`src/rtl/boot_loader_ctrl.sv`:
```
// rtl/boot_loader_ctrl.sv - UART image boot sequencer that loads instruction memory and releases the core
module boot_loader_ctrl #(
    parameter logic [31:0] UART_BASE  = 32'h2000_0000,
    parameter int          IMEM_BYTES = 256,
    parameter logic [15:0] DIVISOR    = 16'h0146,
    parameter logic [7:0]  LCR_DLAB   = 8'h9B,
    parameter logic [7:0]  LCR_RUN    = 8'h1B,
    // Word index width; a single-word image still gets a 1-bit address port.
    localparam int         AW         = (IMEM_BYTES > 4) ? $clog2(IMEM_BYTES / 4) : 1,
    // One spare bit so the byte counter can represent IMEM_BYTES itself.
    localparam int         CW         = $clog2(IMEM_BYTES) + 1
) (
    input  logic          clk,
    input  logic          reset,
    input  logic          boot_en,
    output logic          bus_req,
    output logic          bus_we,
    output logic [31:0]   bus_addr,
    output logic [31:0]   bus_wdata,
    input  logic          bus_ack,
    input  logic [31:0]   bus_rdata,
    output logic          imem_we,
    output logic [AW-1:0] imem_addr,
    output logic [31:0]   imem_wdata,
    output logic          core_reset,
    output logic          boot_done
);

    // UART register byte offsets
    localparam logic [31:0] OFF_DATA = 32'd0;  // RBR / THR / DLL
    localparam logic [31:0] OFF_DLM  = 32'd1;
    localparam logic [31:0] OFF_LCR  = 32'd3;
    localparam logic [31:0] OFF_LSR  = 32'd5;

    typedef enum logic [3:0] {
        IDLE,
        CFG_LCR_DLAB,
        CFG_DLM,
        CFG_DLL,
        CFG_LCR_RUN,
        POLL_LSR,
        READ_RBR,
        ECHO,
        WRITE_WORD,
        DONE
    } state_t;

    state_t          state;
    logic [CW-1:0]   byte_cnt;
    logic [31:0]     word_buf;
    logic [7:0]      rx_byte;

    // Only the low byte of a read carries data (LSR or RBR)
    logic [23:0] unused_rdata;
    assign unused_rdata = bus_rdata[31:8];

    // Sequencer: every output is registered here. A bus state first raises
    // bus_req (when it is low) and holds the request fields until the ack
    // edge, where it drops bus_req and moves on. That leaves one idle cycle
    // between consecutive transactions.
    always_ff @(posedge clk) begin
        if (reset) begin
            state      <= IDLE;
            bus_req    <= 1'b0;
            bus_we     <= 1'b0;
            bus_addr   <= 32'd0;
            bus_wdata  <= 32'd0;
            imem_we    <= 1'b0;
            imem_addr  <= '0;
            imem_wdata <= 32'd0;
            core_reset <= 1'b1;
            boot_done  <= 1'b0;
            byte_cnt   <= '0;
            word_buf   <= 32'd0;
            rx_byte    <= 8'd0;
        end else begin
            imem_we <= 1'b0;
            case (state)
                IDLE: begin
                    if (boot_en) begin
                        state <= CFG_LCR_DLAB;
                    end else begin
                        state      <= DONE;
                        core_reset <= 1'b0;
                        boot_done  <= 1'b1;
                    end
                end

                CFG_LCR_DLAB: begin
                    if (!bus_req) begin
                        bus_req   <= 1'b1;
                        bus_we    <= 1'b1;
                        bus_addr  <= UART_BASE + OFF_LCR;
                        bus_wdata <= {24'd0, LCR_DLAB};
                    end else if (bus_ack) begin
                        bus_req <= 1'b0;
                        state   <= CFG_DLM;
                    end
                end

                CFG_DLM: begin
                    if (!bus_req) begin
                        bus_req   <= 1'b1;
                        bus_we    <= 1'b1;
                        bus_addr  <= UART_BASE + OFF_DLM;
                        bus_wdata <= {24'd0, DIVISOR[15:8]};
                    end else if (bus_ack) begin
                        bus_req <= 1'b0;
                        state   <= CFG_DLL;
                    end
                end

                CFG_DLL: begin
                    if (!bus_req) begin
                        bus_req   <= 1'b1;
                        bus_we    <= 1'b1;
                        bus_addr  <= UART_BASE + OFF_DATA;
                        bus_wdata <= {24'd0, DIVISOR[7:0]};
                    end else if (bus_ack) begin
                        bus_req <= 1'b0;
                        state   <= CFG_LCR_RUN;
                    end
                end

                CFG_LCR_RUN: begin
                    if (!bus_req) begin
                        bus_req   <= 1'b1;
                        bus_we    <= 1'b1;
                        bus_addr  <= UART_BASE + OFF_LCR;
                        bus_wdata <= {24'd0, LCR_RUN};
                    end else if (bus_ack) begin
                        bus_req <= 1'b0;
                        state   <= POLL_LSR;
                    end
                end

                // Spin on LSR.DR; a not-ready read simply gets re-issued
                POLL_LSR: begin
                    if (!bus_req) begin
                        bus_req   <= 1'b1;
                        bus_we    <= 1'b0;
                        bus_addr  <= UART_BASE + OFF_LSR;
                        bus_wdata <= 32'd0;
                    end else if (bus_ack) begin
                        bus_req <= 1'b0;
                        if (bus_rdata[0]) begin
                            state <= READ_RBR;
                        end
                    end
                end

                READ_RBR: begin
                    if (!bus_req) begin
                        bus_req   <= 1'b1;
                        bus_we    <= 1'b0;
                        bus_addr  <= UART_BASE + OFF_DATA;
                        bus_wdata <= 32'd0;
                    end else if (bus_ack) begin
                        bus_req <= 1'b0;
                        word_buf[{byte_cnt[1:0], 3'b000} +: 8] <= bus_rdata[7:0];
                        rx_byte <= bus_rdata[7:0];
                        state   <= ECHO;
                    end
                end

                // Echo the byte back; on the last lane, stage the word write
                // so imem_we is high during the single WRITE_WORD cycle.
                ECHO: begin
                    if (!bus_req) begin
                        bus_req   <= 1'b1;
                        bus_we    <= 1'b1;
                        bus_addr  <= UART_BASE + OFF_DATA;
                        bus_wdata <= {24'd0, rx_byte};
                    end else if (bus_ack) begin
                        bus_req <= 1'b0;
                        if (byte_cnt[1:0] == 2'd3) begin
                            imem_we    <= 1'b1;
                            imem_addr  <= byte_cnt[AW+1:2];
                            imem_wdata <= word_buf;
                            state      <= WRITE_WORD;
                        end else begin
                            byte_cnt <= byte_cnt + CW'(1);
                            state    <= POLL_LSR;
                        end
                    end
                end

                WRITE_WORD: begin
                    byte_cnt <= byte_cnt + CW'(1);
                    if (byte_cnt == CW'(IMEM_BYTES - 1)) begin
                        state      <= DONE;
                        core_reset <= 1'b0;
                        boot_done  <= 1'b1;
                    end else begin
                        state <= POLL_LSR;
                    end
                end

                // Terminal until reset; boot_en no longer matters
                DONE: begin
                    bus_req    <= 1'b0;
                    core_reset <= 1'b0;
                    boot_done  <= 1'b1;
                end

                default: begin
                    state <= IDLE;
                end
            endcase
        end
    end

endmodule
```
`config.mk`:
```
export PLATFORM = sky130hd
export DESIGN_NAME = boot_loader_ctrl
export DESIGN_NICKNAME = d
export VERILOG_FILES = /design/src/rtl/boot_loader_ctrl.sv
export SDC_FILE = /design/constraint.sdc
export NUM_CORES = 1
export LEC_CHECK = 0
export CELL_PAD_IN_SITES_DETAIL_PLACEMENT = 0
export CELL_PAD_IN_SITES_GLOBAL_PLACEMENT = 1
export CORE_ASPECT_RATIO = 1.4
export CORE_MARGIN = 2
export CORE_UTILIZATION = 38
export CTS_BUF_LIST = sky130_fd_sc_hd__clkbuf_4 sky130_fd_sc_hd__clkbuf_8
export CTS_CLUSTER_DIAMETER = 50
export DETAILED_ROUTE_END_ITERATION = 8
export GPL_ROUTABILITY_DRIVEN = 0
export HOLD_SLACK_MARGIN = 0.03
export PLACE_DENSITY = 0.94
export RECOVER_POWER = 50
export SYNTH_ARGS = -nofsm -noshare
export SYNTH_HDL_FRONTEND = slang
export SYNTH_SLANG_ARGS = --single-unit
```
`constraint.sdc`:
```
create_clock -name clk -period 3.2 [get_ports clk]
set_clock_uncertainty 0.1 [all_clocks]
set_input_delay 0.48 -clock clk [delete_from_list [all_inputs] [get_ports clk]]
set_output_delay 0.48 -clock clk [all_outputs]
set_load 0.01 [all_outputs]
```
==> results of run 1 <==
-- kinds of logic after synthesis --
logic type / synth area share [%]
adder cells (fa/ha/maj): 1.58
buffers and inverters: 12.8
other: 0.0788
XOR/XNOR: 0.921
flip-flops: 45.4
multiplexers: 0.210
AO/OA/AOI/OAI: 14.6
AND/OR/NAND/NOR: 24.4
-- synth_stat cells (2+ instances only) --
cell / count / share of area (%)
nand2_1: 141 / 11
dfxtp_1: 108 / 45
a21oi_1: 94 / 9.9
buf_4: 53 / 8.4
nand4_1: 34 / 4.5
clkbuf_1: 27 / 2.1
nor2_1: 27 / 2.1
buf_2: 12 / 1.3
nand3_1: 11 / 1.2
nor3_1: 11 / 1.2
ha_1: 6 / 1.6
inv_1: 6 / 0.47
a211oi_1: 5 / 0.79
nand2b_1: 5 / 0.66
nor3b_1: 5 / 0.79
and2_1: 4 / 0.53
xor2_1: 4 / 0.74
a21o_1: 3 / 0.47
buf_1: 3 / 0.24
o21ai_0: 3 / 0.32
a311oi_1: 2 / 0.37
a31oi_1: 2 / 0.26
and3_1: 2 / 0.26
and4_1: 2 / 0.37
o2111ai_1: 2 / 0.37
o31ai_1: 2 / 0.32
or3_1: 2 / 0.26
-- power by group through the flow --
stage                     sequential [mW]  combinational, mW  clock, mW
final                                1.50              0.651      0.815
after global routing                 1.51              0.720      0.889
after CTS                            1.50              0.678      0.837
after detailed placement             1.53              0.674          0
after global placement               1.53              0.659          0
after floorplan                      1.53              0.472          0
-- how the worst min path moves through the flow --
stage / start / endpoint / slack (ns) / depth (start not counted)
CTS: boot_done / boot_done / 0.36 / 2
detailed placement: boot_done / boot_done / 0.34 / 2
global route: word_buf[18] / imem_wdata[18] / 0.38 / 2
global placement: word_buf[18] / word_buf[18] / 0.34 / 2
finish: imem_wdata[11] / imem_wdata[11] / 0.35 / 2
floorplan: word_buf[0] / imem_wdata[0] / 0.33 / 2
-- per-layer routing --
| layer | vias up | global-route usage, % | wire (µm) |
|---|---|---|---|
| met5 | - | 0 | 0 |
| met2 | 126 | 27.6 | 5630 |
| li1 | 2009 | - | - |
| met1 | 1890 | 18.5 | 4510 |
| met4 | 0 | 7.61 | 267 |
| met3 | 16 | 3.44 | 594 |
-- sequential cells by signal, summed over array words and instances (netlist names) --
register    flops
imem_we         1
boot_done       1
byte_cnt        9
imem_wdata     32
bus_wdata       8
bus_req         1
core_reset      1
bus_we          1
imem_addr       6
state           4
word_buf       32
rx_byte         8
bus_addr        4
-- worst max-delay path, cell delays in order, from the launching register on --
cell and delay (ns):
dfxtp_1 0.32, clkbuf_1 0.42, and4bb_1 0.60, and2_0 0.17, buf_4 0.35, nand4_1 0.18, a21oi_1 0.19
-- layout make-up --
| type | count | area, µm² | area share, % |
|---|---|---|---|
| multi-input cells | 437 | 2180 | 39.7 |
| flip-flops and latches | 108 | 2160 | 39.4 |
| repair buffers | 76 | 736 | 13.4 |
| well taps | 150 | 188 | 3.42 |
| clock buffers | 13 | 179 | 3.26 |
| inverters | 7 | 26.3 | 0.479 |
| clock inverters | 3 | 18.8 | 0.342 |
==> impl_metrics.env, run 1 <==
export IMPL_final_cells=794
export IMPL_start_util_pct=38.8
export IMPL_grt_max_degree=58
export IMPL_dpl_worst_slack_ns=0.706
export IMPL_placedCellCount=778
export IMPL_place_area_um2=5300
export IMPL_crit_required_ns=3.40
export IMPL_stdcell_area_um2=5490
export IMPL_row_count=48
export IMPL_finalSetupViolCount=0
export IMPL_ys_types=48
export IMPL_cts_resized=0
export IMPL_cts_buffer_depth=2
export IMPL_r2r_cells=6
export IMPL_status="finished clean"
export IMPL_post_route_min_period_ns=2.42
export IMPL_synth_seq_cells=108
export IMPL_ctsHoldBuffers=0
export IMPL_drc_errors=0
export IMPL_fmax_ghz=0.413
export IMPL_cts_tree="yes"
export IMPL_grt_pass1_vias=3574
export IMPL_fin_hold_ws_ns=0.352
export IMPL_worst_pin_slew_ns=1.04
export IMPL_p_per_area_nw_per_um2=541
export IMPL_grt_overflow=0
export IMPL_ys_flop_type="dfxtp_1"
export IMPL_clk_latency_ns=0.38
export IMPL_hold_viol_final=0
export IMPL_worstHoldPathType="reg -> reg"
export IMPL_ios=143
export IMPL_portBuffers=66
export IMPL_synthesis_area_um2=4760
export IMPL_grt_pass1_wl_um=17100
export IMPL_p_switching_uw=920
export IMPL_cp_max_fo=40
export IMPL_drt_vias_per_instance=5.09
export IMPL_detail_route_iter0_violations=231
export IMPL_area_growth_pct=15.3
export IMPL_intPower_mw=2.04
export IMPL_post_cts_setup_buffers=0
export IMPL_mostFrequentLayoutCells="nand2_1 (141), dfxtp_1 (108), a21oi_1 (94), dlygate4sd3_1 (56), conb_1 (52)"
export IMPL_r2r_start="state[3]"
export IMPL_drv_slew=0
export IMPL_fin_nets=681
export IMPL_fin_util_pct=44.8
export IMPL_cap_violations=0
export IMPL_cts_sinks=108
export IMPL_swShare_pct=31.0
export IMPL_setup_tns_final_ns=0
export IMPL_p_comb_share_pct=22.0
export IMPL_numCtsBuffers=9
export IMPL_startpoint="state[3]"
export IMPL_routedWlPerCell_um=13.9
export IMPL_grtUsageTotal_pct=15.9
export IMPL_r2r_slack_ns=0.78
export IMPL_layout_setup_ws_ns=0.781
export IMPL_power_leakage_nw=2.04
export IMPL_critPathLaunchType="flip-flop"
export IMPL_grt_setup_unrepaired="no"
export IMPL_ys_seq_area_share_pct=45.4
export IMPL_coreArea_um2=12300
export IMPL_path_clk_slew_ns=0.10
export IMPL_crit_arrival_ns=2.62
export IMPL_antenna_found_initial=0
export IMPL_die_h_um=136
export IMPL_diodes=0
export IMPL_fillers=1235
export IMPL_wirelength_um=11000
export IMPL_p_clk_share_pct=27.5
export IMPL_pwr_share_seq_pct=50.5
export IMPL_yosysWarnings=0
export IMPL_async_flop_share_pct=0
export IMPL_cp_end_kind="flip-flop"
export IMPL_vias=4041
export IMPL_dr_pass1_iters=4
export IMPL_period_share_pct=75.6
export IMPL_cts_root_buf="clkbuf_8"
export IMPL_rr_endpoint="word_buf[5]"
export IMPL_antenna_left=0
export IMPL_place_hpwl_um=7740
export IMPL_mostFrequentLayoutCell="nand2_1"
export IMPL_synth_edf_count=0
export IMPL_die_area_um2=13400
export IMPL_synth_area_per_cell_um2=7.97
export IMPL_maxSlewHeadroom_pct=30.7
export IMPL_finalPower_mw=2.96
export IMPL_critPathKind="reg -> reg"
export IMPL_vdd_ir_drop_max_mv=0.211
export IMPL_crit_path_end="word_buf[5]"
export IMPL_drive_gt1_share_pct=4.35
export IMPL_die_w_um=98.6
export IMPL_netlist_instances=597
export IMPL_htreeDepth=3
(Power assumes the default switching activity.)
==> inputs of run 2 (changes only) <==
--- a/config.mk
+++ b/config.mk
@@ -9,13 +9,13 @@
 export CELL_PAD_IN_SITES_GLOBAL_PLACEMENT = 1
 export CORE_ASPECT_RATIO = 1.4
 export CORE_MARGIN = 2
-export CORE_UTILIZATION = 38
+export CORE_UTILIZATION = 32
 export CTS_BUF_LIST = sky130_fd_sc_hd__clkbuf_4 sky130_fd_sc_hd__clkbuf_8
 export CTS_CLUSTER_DIAMETER = 50
 export DETAILED_ROUTE_END_ITERATION = 8
 export GPL_ROUTABILITY_DRIVEN = 0
 export HOLD_SLACK_MARGIN = 0.03
-export PLACE_DENSITY = 0.94
+export PLACE_DENSITY = 0.85
 export RECOVER_POWER = 50
 export SYNTH_ARGS = -nofsm -noshare
 export SYNTH_HDL_FRONTEND = slang
==> constraint.sdc (replaced) <==
create_clock -name clk -period 2.06 [get_ports clk]
set_clock_uncertainty 0.1 [all_clocks]
set_input_delay 0.309 -clock clk [delete_from_list [all_inputs] [get_ports clk]]
set_output_delay 0.309 -clock clk [all_outputs]
set_load 0.01 [all_outputs]
==> run 2 against run 1 <==
Compared with the run above:
- highest routed layer unchanged
- first-iteration DRC count down 2.2%
- register-to-register slack worse by 0.68 ns
- cell area up 3.5%
- die area up 18%
- utilization down 5.6 points
- total power up 56%
- largest power group unchanged
- sequential cell count unchanged
- non-clock buffer count up 21
- via count up 0.79%
- fmax up 24%
- sequential share of layout area down 1.3 points
==> impl_metrics.env, run 2 (synthesized netlist as in run 1, its figures left out) <==
export IMPL_dr_pass1_iters=4
export IMPL_cts_buffer_depth=2
export IMPL_p_switching_mw=1.48
export IMPL_cts_tree="yes"
export IMPL_swShare_pct=32.0
export IMPL_setup_tns_final_ns=0
export IMPL_diodes=0
export IMPL_period_share_pct=95.0
export IMPL_cts_sinks=108
export IMPL_ios=143
export IMPL_place_area_um2=5520
export IMPL_grt_max_degree=55
export IMPL_drive_gt1_share_pct=7.67
export IMPL_largestRegisters="imem_wdata (32), word_buf (32), byte_cnt (9)"
export IMPL_path_clk_slew_ns=0.10
export IMPL_post_route_min_period_ns=1.96
export IMPL_p_clk_share_pct=26.4
export IMPL_grtUsageTotal_pct=14.5
export IMPL_power_leakage_nw=2.13
export IMPL_ctsHoldBuffers=0
export IMPL_cp_end_kind="flip-flop"
export IMPL_vdd_ir_drop_max_mv=0.332
export IMPL_status="finished clean"
export IMPL_detail_route_iter0_violations=226
export IMPL_row_count=52
export IMPL_p_per_area_nw_per_um2=813
export IMPL_mostFrequentLayoutCell="nand2_1"
export IMPL_fmax_ghz=0.511
export IMPL_grt_pass1_wl_um=18300
export IMPL_cts_root_buf="clkbuf_8"
export IMPL_critPathKind="reg -> reg"
export IMPL_mostFrequentLayoutCells="nand2_1 (141), dfxtp_1 (108), a21oi_1 (94), dlygate4sd3_1 (54), conb_1 (52)"
export IMPL_finalSetupViolCount=0
export IMPL_die_h_um=148
export IMPL_fillers=1501
export IMPL_area_growth_pct=19.4
export IMPL_antenna_found_initial=0
export IMPL_intPower_mw=3.14
export IMPL_crit_required_ns=2.26
export IMPL_multi_input_area_um2=2160
export IMPL_portBuffers=66
export IMPL_cp_max_fo=11
export IMPL_drt_vias_per_instance=4.77
export IMPL_finalPower_mw=4.62
export IMPL_drv_slew=0
export IMPL_grt_setup_unrepaired="no"
export IMPL_antenna_left=0
export IMPL_place_hpwl_um=8360
export IMPL_crit_arrival_ns=2.16
export IMPL_hold_viol_final=0
export IMPL_routedWlPerCell_um=13.2
export IMPL_regArea_um2=2160
export IMPL_drc_errors=0
export IMPL_worstHoldPathType="in -> reg"
export IMPL_start_util_pct=32.8
export IMPL_vias=4073
export IMPL_die_w_um=107
export IMPL_die_area_um2=15900
export IMPL_fin_nets=702
export IMPL_pwr_share_seq_pct=50.0
export IMPL_grt_overflow=0
export IMPL_p_comb_share_pct=23.6
export IMPL_placedCellCount=838
export IMPL_coreArea_um2=14500
export IMPL_wirelength_um=11200
export IMPL_clk_latency_ns=0.38
export IMPL_numCtsBuffers=9
export IMPL_grt_pass1_vias=3851
export IMPL_cap_violations=0
export IMPL_stdcell_area_um2=5680
export IMPL_htreeDepth=3
export IMPL_final_cells=854
export IMPL_critPathLaunchType="flip-flop"
==> run 2: final cells by class <==
| cell class | instances | share of cell area (%) |
|---|---|---|
| Inverter | 7 | 0.463 |
| Tap cell | 189 | 4.16 |
| Clock buffer | 10 | 2.42 |
| Clock inverter | 6 | 0.837 |
| Sequential cell | 108 | 38.1 |
| Timing Repair Buffer | 97 | 15.9 |
| Multi-Input combinational cell | 437 | 38.1 |
==> run 2: layer usage <==
layer	share of wire, %	global-route usage (%)	vias up
met3	5.9	2.72	18
met2	50	25.3	128
li1	-	-	2049
met5	0	0	-
met4	3.0	6.95	0
met1	41	16.8	1878
==> run 2: worst paths after layout <==
kind	start	endpoint	slack, ns	cells after the start
worst min-delay path	reset	imem_we	0.24	2
worst max register to register	state[0]	byte_cnt[5]	0.10	4
worst max-delay path	state[0]	byte_cnt[5]	0.10	4
worst min register to register	word_buf[14]	imem_wdata[14]	0.35	2
==> run 2: metrics by stage <==
step	hold WS (ns)	setup WS, ns	util, %
after floorplan	0.332	0.0235	-
after global placement	0.335	0.00697	38.0
after detailed placement	0.345	-0.0251	38.0
after CTS	0.239	0.137	39.3
after global routing	0.255	0.0392	39.1
final	0.241	0.103	39.1
==> run 2: power by group through the flow <==
stage | clock network (mW) | logic [mW] | registers (mW)
2_1_floorplan | 0 | 0.734 | 2.38
4_1_cts | 1.26 | 1.15 | 2.32
5_1_grt | 1.33 | 1.22 | 2.33
3_5_place_dp | 0 | 1.15 | 2.37
3_3_place_gp | 0 | 1.13 | 2.36
6_report | 1.22 | 1.09 | 2.31
==> run 2: critical path: stages, from the launching register on <==
cell     delay [ns]
dfxtp_1        0.55
and4b_1        0.33
a32oi_2        0.21
or4b_1         0.54
a21oi_1        0.16
==> run 2: what timing repair did <==
| item | 4_1_cts | 5_1_grt |
|---|---|---|
| setup buffers | 0 | 0 |
| resized for setup | 0 | 1 |
| setup endpoints to repair | 0 | 3 |
==> inputs of run 3 (changes only) <==
--- a/config.mk
+++ b/config.mk
@@ -5,13 +5,14 @@
 export SDC_FILE = /design/constraint.sdc
 export NUM_CORES = 1
 export LEC_CHECK = 0
+export CAP_MARGIN = 20
 export CELL_PAD_IN_SITES_DETAIL_PLACEMENT = 0
 export CELL_PAD_IN_SITES_GLOBAL_PLACEMENT = 1
 export CORE_ASPECT_RATIO = 1.4
 export CORE_MARGIN = 2
 export CORE_UTILIZATION = 32
 export CTS_BUF_LIST = sky130_fd_sc_hd__clkbuf_4 sky130_fd_sc_hd__clkbuf_8
-export CTS_CLUSTER_DIAMETER = 50
+export CTS_CLUSTER_DIAMETER = 80
 export DETAILED_ROUTE_END_ITERATION = 8
 export GPL_ROUTABILITY_DRIVEN = 0
 export HOLD_SLACK_MARGIN = 0.03
==> results of run 3 <==
No change in the layout: final DEF, timing and power equal those of run 2.
